===== config.mk =====
export PLATFORM = sky130hd
export DESIGN_NAME = gcd_engine_flat
export DESIGN_NICKNAME = d
export VERILOG_FILES = /design/src/rtl/gcd_pkg.sv /design/src/rtl/gcd_engine_if.sv /design/src/rtl/gcd_step.sv /design/src/rtl/gcd_engine.sv /design/src/flat_wrapper.sv
export SDC_FILE = /design/constraint.sdc
export NUM_CORES = 1
export LEC_CHECK = 0
export ABC_AREA = 1
export BUFFER_PORTS_ARGS = -buffer_cell sky130_fd_sc_hd__buf_2
export CORE_MARGIN = 5
export CORE_UTILIZATION = 32
export DETAILED_ROUTE_END_ITERATION = 7
export PLACE_DENSITY_LB_ADDON = 0.15
export SYNTH_ARGS = -nofsm -noshare
export SYNTH_HDL_FRONTEND = slang
export SYNTH_SLANG_ARGS = --single-unit

===== constraint.sdc =====
create_clock -name clk -period 3.8 [get_ports clk]
set_clock_uncertainty 0.1 [all_clocks]
set_input_delay 0.76 -clock clk [delete_from_list [all_inputs] [get_ports clk]]
set_output_delay 0.76 -clock clk [all_outputs]
set_load 0.01 [all_outputs]

===== src/rtl/gcd_pkg.sv =====
// ============================================================================
//  Module      : gcd_pkg
//  Description : Shared types and defaults for the subtractive GCD engine.
//  Revision    : 1.0
// ============================================================================
`default_nettype none

package gcd_pkg;

    localparam int DEFAULT_WIDTH = 16;
    localparam int DEFAULT_CNT_W = 16;

    typedef enum logic [1:0] {
        IDLE = 2'd0,
        CALC = 2'd1,
        DONE = 2'd2
    } state_t;

endpackage : gcd_pkg

`default_nettype wire


===== src/rtl/gcd_engine_if.sv =====
// ============================================================================
//  Module      : gcd_engine_if
//  Description : Operand/result handshake bundle; iter_cnt exists only when
//                GCD_ITER_COUNT_EN is defined.
//  Revision    : 1.0
// ============================================================================
`default_nettype none

interface gcd_engine_if #(
    parameter int WIDTH = gcd_pkg::DEFAULT_WIDTH,
    parameter int CNT_W = gcd_pkg::DEFAULT_CNT_W
);

    logic             in_valid;
    logic             in_ready;
    logic [WIDTH-1:0] in_a;
    logic [WIDTH-1:0] in_b;
    logic             out_valid;
    logic             out_ready;
    logic [WIDTH-1:0] out_gcd;
    logic             out_zero;

    if (WIDTH < 2 || CNT_W < 1) begin : g_param_check
        $error("gcd_engine_if: WIDTH must be >= 2 and CNT_W >= 1");
    end

`ifdef GCD_ITER_COUNT_EN
    logic [CNT_W-1:0] iter_cnt;

    modport master (
        output in_valid, in_a, in_b, out_ready,
        input  in_ready, out_valid, out_gcd, out_zero, iter_cnt
    );
    modport slave (
        input  in_valid, in_a, in_b, out_ready,
        output in_ready, out_valid, out_gcd, out_zero, iter_cnt
    );
`else
    modport master (
        output in_valid, in_a, in_b, out_ready,
        input  in_ready, out_valid, out_gcd, out_zero
    );
    modport slave (
        input  in_valid, in_a, in_b, out_ready,
        output in_ready, out_valid, out_gcd, out_zero
    );
`endif

endinterface : gcd_engine_if

`default_nettype wire


===== src/rtl/gcd_step.sv =====
// ============================================================================
//  Module      : gcd_step
//  Description : One combinational subtractive-Euclid decision on (A,B).
//  Revision    : 1.0
// ============================================================================
`default_nettype none

module gcd_step #(
    parameter int WIDTH = gcd_pkg::DEFAULT_WIDTH
) (
    input  wire logic [WIDTH-1:0] i_a,
    input  wire logic [WIDTH-1:0] i_b,
    output logic      [WIDTH-1:0] o_a_nxt,
    output logic      [WIDTH-1:0] o_b_nxt,
    output logic                  o_zero,
    output logic                  o_eq,
    output logic                  o_stepped
);

    always_comb begin
        o_zero    = (i_a == '0) || (i_b == '0);
        o_eq      = (i_a == i_b);
        o_stepped = !o_zero && !o_eq;
        o_a_nxt   = i_a;
        o_b_nxt   = i_b;
        // Only larger-minus-smaller is ever taken, so no underflow is possible.
        if (o_stepped) begin
            if (i_a > i_b) o_a_nxt = i_a - i_b;
            else           o_b_nxt = i_b - i_a;
        end
    end

endmodule : gcd_step

`default_nettype wire


===== src/rtl/gcd_engine.sv =====
// ============================================================================
//  Module      : gcd_engine
//  Description : Subtractive-Euclid GCD engine, valid/ready on both sides.
//                Optional saturating step counter under GCD_ITER_COUNT_EN.
//  Revision    : 1.0
// ============================================================================
`default_nettype none

module gcd_engine
    import gcd_pkg::*;
#(
    parameter int WIDTH = DEFAULT_WIDTH,
    parameter int CNT_W = DEFAULT_CNT_W
) (
    input  wire logic  clk,
    input  wire logic  rst,
    gcd_engine_if.slave bus
);

    if (WIDTH < 2 || CNT_W < 1) begin : g_param_check
        $error("gcd_engine: WIDTH must be >= 2 and CNT_W >= 1");
    end

    state_t           state_q, state_d;
    logic [WIDTH-1:0] a_q, a_d;
    logic [WIDTH-1:0] b_q, b_d;
    logic [WIDTH-1:0] gcd_q, gcd_d;
    logic             zero_q, zero_d;
    logic             valid_q, valid_d;

    logic [WIDTH-1:0] w_a_nxt;
    logic [WIDTH-1:0] w_b_nxt;
    logic             w_zero;
    logic             w_eq;
    logic             w_stepped;

`ifdef GCD_ITER_COUNT_EN
    logic [CNT_W-1:0] cnt_q, cnt_d;
`endif

    gcd_step #(
        .WIDTH (WIDTH)
    ) u_step (
        .i_a       (a_q),
        .i_b       (b_q),
        .o_a_nxt   (w_a_nxt),
        .o_b_nxt   (w_b_nxt),
        .o_zero    (w_zero),
        .o_eq      (w_eq),
        .o_stepped (w_stepped)
    );

    always_comb begin
        state_d = state_q;
        a_d     = a_q;
        b_d     = b_q;
        gcd_d   = gcd_q;
        zero_d  = zero_q;
        valid_d = valid_q;
`ifdef GCD_ITER_COUNT_EN
        cnt_d   = cnt_q;
`endif
        case (state_q)
            IDLE: begin
                if (bus.in_valid) begin
                    a_d     = bus.in_a;
                    b_d     = bus.in_b;
                    state_d = CALC;
`ifdef GCD_ITER_COUNT_EN
                    cnt_d   = '0;
`endif
                end
            end
            CALC: begin
                // Zero test outranks equality so gcd(0,0) reports out_zero.
                if (w_zero) begin
                    gcd_d   = a_q | b_q;
                    zero_d  = 1'b1;
                    valid_d = 1'b1;
                    state_d = DONE;
                end else if (w_eq) begin
                    gcd_d   = a_q;
                    zero_d  = 1'b0;
                    valid_d = 1'b1;
                    state_d = DONE;
                end else if (w_stepped) begin
                    a_d = w_a_nxt;
                    b_d = w_b_nxt;
`ifdef GCD_ITER_COUNT_EN
                    cnt_d = (&cnt_q) ? cnt_q : cnt_q + 1'b1;
`endif
                end
            end
            DONE: begin
                if (bus.out_ready) begin
                    valid_d = 1'b0;
                    state_d = IDLE;
                end
            end
            default: state_d = IDLE;
        endcase
    end

    always_ff @(posedge clk) begin
        if (rst) begin
            state_q <= IDLE;
            a_q     <= '0;
            b_q     <= '0;
            gcd_q   <= '0;
            zero_q  <= 1'b0;
            valid_q <= 1'b0;
`ifdef GCD_ITER_COUNT_EN
            cnt_q   <= '0;
`endif
        end else begin
            state_q <= state_d;
            a_q     <= a_d;
            b_q     <= b_d;
            gcd_q   <= gcd_d;
            zero_q  <= zero_d;
            valid_q <= valid_d;
`ifdef GCD_ITER_COUNT_EN
            cnt_q   <= cnt_d;
`endif
        end
    end

    assign bus.in_ready  = (state_q == IDLE);
    assign bus.out_valid = valid_q;
    assign bus.out_gcd   = gcd_q;
    assign bus.out_zero  = zero_q;
`ifdef GCD_ITER_COUNT_EN
    assign bus.iter_cnt  = cnt_q;
`endif

endmodule : gcd_engine

`default_nettype wire

===== src/flat_wrapper.sv =====
// flat-port wrapper written by rule: the top's interface ports become plain ports
module gcd_engine_flat import gcd_pkg::*;
#(
    parameter int WIDTH = DEFAULT_WIDTH,
    parameter int CNT_W = DEFAULT_CNT_W
)
  (clk, rst, bus_in_valid, bus_in_a, bus_in_b, bus_out_ready, bus_in_ready, bus_out_valid, bus_out_gcd, bus_out_zero);
  gcd_engine_if #(.WIDTH(WIDTH), .CNT_W(CNT_W)) bus_i ();
  input  wire logic clk;
  input  wire logic rst;
  input wire logic [$bits(bus_i.in_valid)-1:0] bus_in_valid;
  input wire logic [$bits(bus_i.in_a)-1:0] bus_in_a;
  input wire logic [$bits(bus_i.in_b)-1:0] bus_in_b;
  input wire logic [$bits(bus_i.out_ready)-1:0] bus_out_ready;
  output wire logic [$bits(bus_i.in_ready)-1:0] bus_in_ready;
  output wire logic [$bits(bus_i.out_valid)-1:0] bus_out_valid;
  output wire logic [$bits(bus_i.out_gcd)-1:0] bus_out_gcd;
  output wire logic [$bits(bus_i.out_zero)-1:0] bus_out_zero;
  assign bus_i.in_valid = bus_in_valid;
  assign bus_i.in_a = bus_in_a;
  assign bus_i.in_b = bus_in_b;
  assign bus_i.out_ready = bus_out_ready;
  assign bus_in_ready = bus_i.in_ready;
  assign bus_out_valid = bus_i.out_valid;
  assign bus_out_gcd = bus_i.out_gcd;
  assign bus_out_zero = bus_i.out_zero;
  gcd_engine #(.WIDTH(WIDTH), .CNT_W(CNT_W)) u_core (.clk(clk), .rst(rst), .bus(bus_i));
endmodule

* After elaboration in Yosys (flattened, before gate mapping)
Cells that the tools add are included.
** Word-level totals
- Logic and storage cells :: 61
- Memory bits (read-only) :: 0
- Memories kept :: 0
- Register bits :: 52
- Bits of input ports :: 36
- Latch bits :: 0
- RAM bits :: 0
- Output and inout bits :: 19
** Cells by class
- Divide/modulo/power cells :: 0
- $mul :: 0
- Equal/unequal tests :: 11
- Muxes and demuxes :: 25
- Reductions and logical operators :: 15
- Bitwise logic cells :: 1
- Add/sub/neg operators :: 2
- Shifts and indexed selects :: 0
- Magnitude comparators :: 1
** Operators with widths (number)
- $mux W16 :: 12
- $pmux W16 S2 :: 2
- $logic_not A16 Y1 :: 2
- $sub A16 B16 Y16 :: 2
- $eq A16 B16 Y1 :: 1
- $gt A16 B16 Y1 :: 1
- $or A16 B16 Y16 :: 1
- $ne A2 B2 Y1 const B :: 7
- $reduce_and A6 Y1 :: 2
- $mux W2 :: 4
- $pmux W2 S3 :: 1
- $reduce_and A3 Y1 :: 2
- $reduce_bool A2 Y1 :: 3
- $mux W1 :: 5
- $ne A3 B3 Y1 const B :: 1
- $eq A2 B1 Y1 const B :: 1
- $eq A2 B2 Y1 const B :: 1
- $logic_not A1 Y1 :: 2
- $logic_not A2 Y1 :: 1
- $pmux W1 S2 :: 1
- $reduce_and A2 Y1 :: 1
- $logic_and A1 B1 Y1 :: 1
- $logic_or A1 B1 Y1 :: 1

* Longest topological paths before layout
- Depth after elaboration :: 8
- Mapped depth :: 17
- Gate-level depth less buffers :: 16

* By module
Synthesis repeated with hierarchy kept, for this count alone.
** Unflattened totals
- Cell total of the unflattened synthesis :: 944
- Area, all modules :: 5527.8 um^2
** By module, submodules not included
- gcd_step :: area each 2780.2 um^2, cells an instance 519, times used 1
- gcd_engine :: area each 2747.6 um^2, cells an instance 425, times used 1

* Worst setup path before layout
Ideal clock, no wire load.
- Path type :: flip-flop to flip-flop
- Start :: register u_core.a_q[0]
- End :: register u_core.b_q[1]
- Buffers on the path :: 1
- Cell stages (with the launch flop) :: 17
- Arrival :: 2.050 ns
- Slack :: 1.538 ns
- Required time :: 3.587 ns
- Library setup time :: 0.113 ns
- Cells stage by stage :: dfxtp_1 inv_1 ha_1 fa_1 inv_1 nand2_1 nand3_1 nand2_2 nand2_1 nand2_1 nand2_2 nand3_4 nand2_4 buf_8 nand2_1 nand2_1 nor2_1
** On the way
- Longest elaborated chain between the ends :: 6
** Ends and longest elaborated chain
- start, declared :: line gcd_engine.sv:25 : logic [WIDTH-1:0] a_q, a_d;
- start signal, assigned :: line gcd_engine.sv:107 : a_q <= '0;
- start signal, assigned :: line gcd_engine.sv:117 : a_q <= a_d;
- $sub A16 B16 Y16 or $logic_not A16 Y1 (tied branches) :: line gcd_step.sv:29, gcd_step.sv:21
- $mux W16 or $logic_or A1 B1 Y1 (tied branches) :: line gcd_step.sv:28, gcd_step.sv:21
- $mux W16 or $logic_not A1 Y1 (tied branches) :: line gcd_engine.sv:86, gcd_step.sv:23
- $mux W16 or $logic_and A1 B1 Y1 (tied branches) :: line gcd_engine.sv:81, gcd_step.sv:23
- $mux W16 or $ne A2 B2 Y1 (tied branches)
- $pmux W16 S2 or $reduce_and A6 Y1 (tied branches)
- end signal, assigned :: line gcd_engine.sv:108 : b_q <= '0;
- end signal, assigned :: line gcd_engine.sv:118 : b_q <= b_d;
- end, declared :: line gcd_engine.sv:26 : logic [WIDTH-1:0] b_q, b_d;
Parallel ways exist; a longest one is shown, timed or not. The select of a mux whose other input is x is not followed.
A chain may end at the register's enable or synchronous reset.

* Worst setup path after layout
- Start :: register u_core.a_q[0]
- End :: register u_core.b_q[2]
Same word-level chain as after synthesis.

==> metrics.cfg <==
[logic_synthesis]
syn_avg_cell_area_um2=6.065
synth.area.top_cells=dfxtp_1 22%, nand2_1 18%, ha_1 12%
synth-seq-cells=52
yosysWarnings=0
yosysSeqAreaShare=0.2178
syn-num-nets=873
syn_inst=788
netlist.top_cell.by_area=dfxtp_1
synth_cell_type_count=34
yosysTopAreaCellShare=0.2178
syn_area_um2=4780

[cts]
clockBufferDepth=2
holdBufCountCts=0
cts_sinks=52
cts_setup_buffers=0
ctsResizeCount=0
path_clk_slew_ns=0.07
clock-root-buffer=clkbuf_16
h-tree-depth=2
cts_buffers=5
clk_latency_ns=0.31
cts_tree=yes

[grt]
grt_usage=0.1815
antenna_found_initial=0
overflow=0
first_global_vias=4642
grt_max_degree=36
grt_pass1_wl_mm=25.27

[floorplan]
num_io_pins=55
rows=44
core-area_um2=14590
die_x_um=132.2
initial_utilization=0.3276
die_y_um=132.2
die-area_um2=17480

[final_layout]
fillers=1657
drive_above_1_share=0.1252
seq_area_um2=1041
fin_area_um2=5326
most-common-layout-cells=228 x nand2_1, 128 x nor2_1, 93 x inv_1
syn_to_final_growth_pct=11.44
final_common_cell=nand2_1
nets=915
multiInputGateArea_um2=3207
diodes=0

[timing]
period_share=0.7566
slew_viol_final=0
hold_viol_final=0
tightest_slew_ns=0.7332
fin_setup_tns_ns=0
rsz0062_at_grt=no
period_needed_ns=2.875
relSlewSlack=0.5100
final-setup-viol-count=0
clock.fmax_ghz=0.3478

[critical_path]
cp-startpoint=u_core.a_q[0]$_SDFFE_PP0P_
path_max_fanout=18
reg2reg_from=u_core.a_q[0]$_SDFFE_PP0P_
r2r_cells=15
crit_type=reg2reg
worstPathArrival_ns=2.99
crit_path_end_kind=register
cp_data_required_time_ns=3.91
start_kind=register

[routing]
vias_per_cell=4.780
vias=4852
wl_mm=16.04
drtIter0Drc=332
drc=0
wire_per_inst_um=15.81
ant_nets=0
drtPass1Iterations=5

[hold_path]
min_path_cells=2
hp-class=reg2reg
hp-start=u_core.bus.out_zero$_SDFFE_PP0P_

[placed_design]
globalplace.congestion=0.9311
placed_cell_area_um2=5159
port-buffer-count=54
hpwl_mm=13.01

[power]
vdd_drop_max_v=0.0002699
leakage_nw=2.851
p_int_mw=1.888
seqPwrFrac=0.182
clockPowerShare=0.129
p_sw_mw=2.325
powerDensity_nw_per_um2=791.1
swShare=0.5518
p_comb_frac=0.688

[run]
drv_cap=0

[run_status]
status=finished, final reports clean

## area by class of cell
class / instances / share of cell area
multi-input combinational: 613 / 0.6021
sequential: 52 / 0.1954
inverter: 101 / 0.07282
timing repair buffer: 57 / 0.05497
tap: 184 / 0.04322
clock buffer: 6 / 0.02420
clock inverter: 2 / 0.007282
## power by group through the flow
stage          Clock (mW)  Sequential [mW]  Combinational, mW
2_1_floorplan           0            0.757               2.13
3_5_place_dp            0            0.779               2.87
6_report            0.545            0.769               2.90
5_1_grt             0.584            0.784               3.26
4_1_cts             0.555            0.767               2.89
3_3_place_gp            0            0.779               2.91
## worst paths after layout
path	endpoint	slack (ns)
worst max-delay path	u_core.b_q[2]$_SDFFE_PP0P_	0.92
worst min-delay path	u_core.bus.out_zero$_SDFFE_PP0P_	0.37
worst max register to register	u_core.b_q[2]$_SDFFE_PP0P_	0.92
worst min register to register	u_core.bus.out_zero$_SDFFE_PP0P_	0.37
## registers in the layout, indices dropped and copies added, names as in the netlist
register              flops
u_core.state_q            2
u_core.bus.out_gcd       16
u_core.bus.out_zero       1
u_core.bus.out_valid      1
u_core.b_q               16
u_core.a_q               16
## worst max-delay path: stages, from the launching register on
cell,delay (ns)
dfxtp_1,0.39
inv_1,0.10
ha_1,0.22
fa_1,0.40
inv_1,0.16
nand2_1,0.09
nand3_1,0.19
nand2_2,0.08
nand2_1,0.09
nand2_1,0.06
nand2_2,0.10
nand3_4,0.16
nand2_4,0.26
inv_1,0.17
nor2_1,0.14
nor2_1,0.05
## stage by stage
step	power, mW	util	instances	setup WS (ns)	hold slack [ns]
final	4.213	0.3651	1015	0.9250	0.3662
after global routing	4.624	0.3651	1015	0.7064	0.3934
after CTS	4.216	0.3651	1015	0.9465	0.3726
after detailed placement	3.649	0.3536	1007	0.9491	0.3612
after global placement	3.692	0.3536	1007	0.9343	0.3639
after floorplan	2.884	-	788	1.538	0.3637
## synth_stat cells
| cell type | count |
|---|---|
| nand4_2 | 1 |
| clkbuf_1 | 7 |
| ha_1 | 47 |
| nor3_1 | 7 |
| nand3_4 | 1 |
| buf_2 | 9 |
| nor2_1 | 129 |
| nand3b_1 | 6 |
| o21bai_1 | 4 |
| a22oi_1 | 2 |
| a21oi_1 | 45 |
| a21oi_2 | 1 |
| xor2_1 | 4 |
| inv_1 | 93 |
| a211oi_1 | 2 |
| dfxtp_1 | 52 |
| nand3_2 | 1 |
| nor2_2 | 8 |
| fa_1 | 2 |
| buf_8 | 2 |
| nor3b_1 | 1 |
| buf_6 | 4 |
| nor2_4 | 1 |
| nand2_4 | 4 |
| inv_8 | 1 |
| clkinv_2 | 1 |
| mux2i_1 | 4 |
| o21ai_0 | 27 |
| nand2_1 | 228 |
| inv_2 | 6 |
| nand3_1 | 63 |
| nand4_1 | 11 |
| nor3_2 | 7 |
| nand2_2 | 7 |
## per-layer routing
metal,up-vias,global-route usage,share of wire
met5,-,0,0
li1,2567,-,-
met4,0,0.05543,0.027
met2,96,0.3004,0.47
met3,24,0.03473,0.038
met1,2165,0.2394,0.47
## kinds of logic after synthesis
group	share of synthesized area
buf+inv	0.1118
flops	0.2178
xor+xnor	0.007329
compound gates	0.08979
simple gates	0.4335
mux	0.008377
fa+ha+maj	0.1314
(Power assumes the default switching activity.)
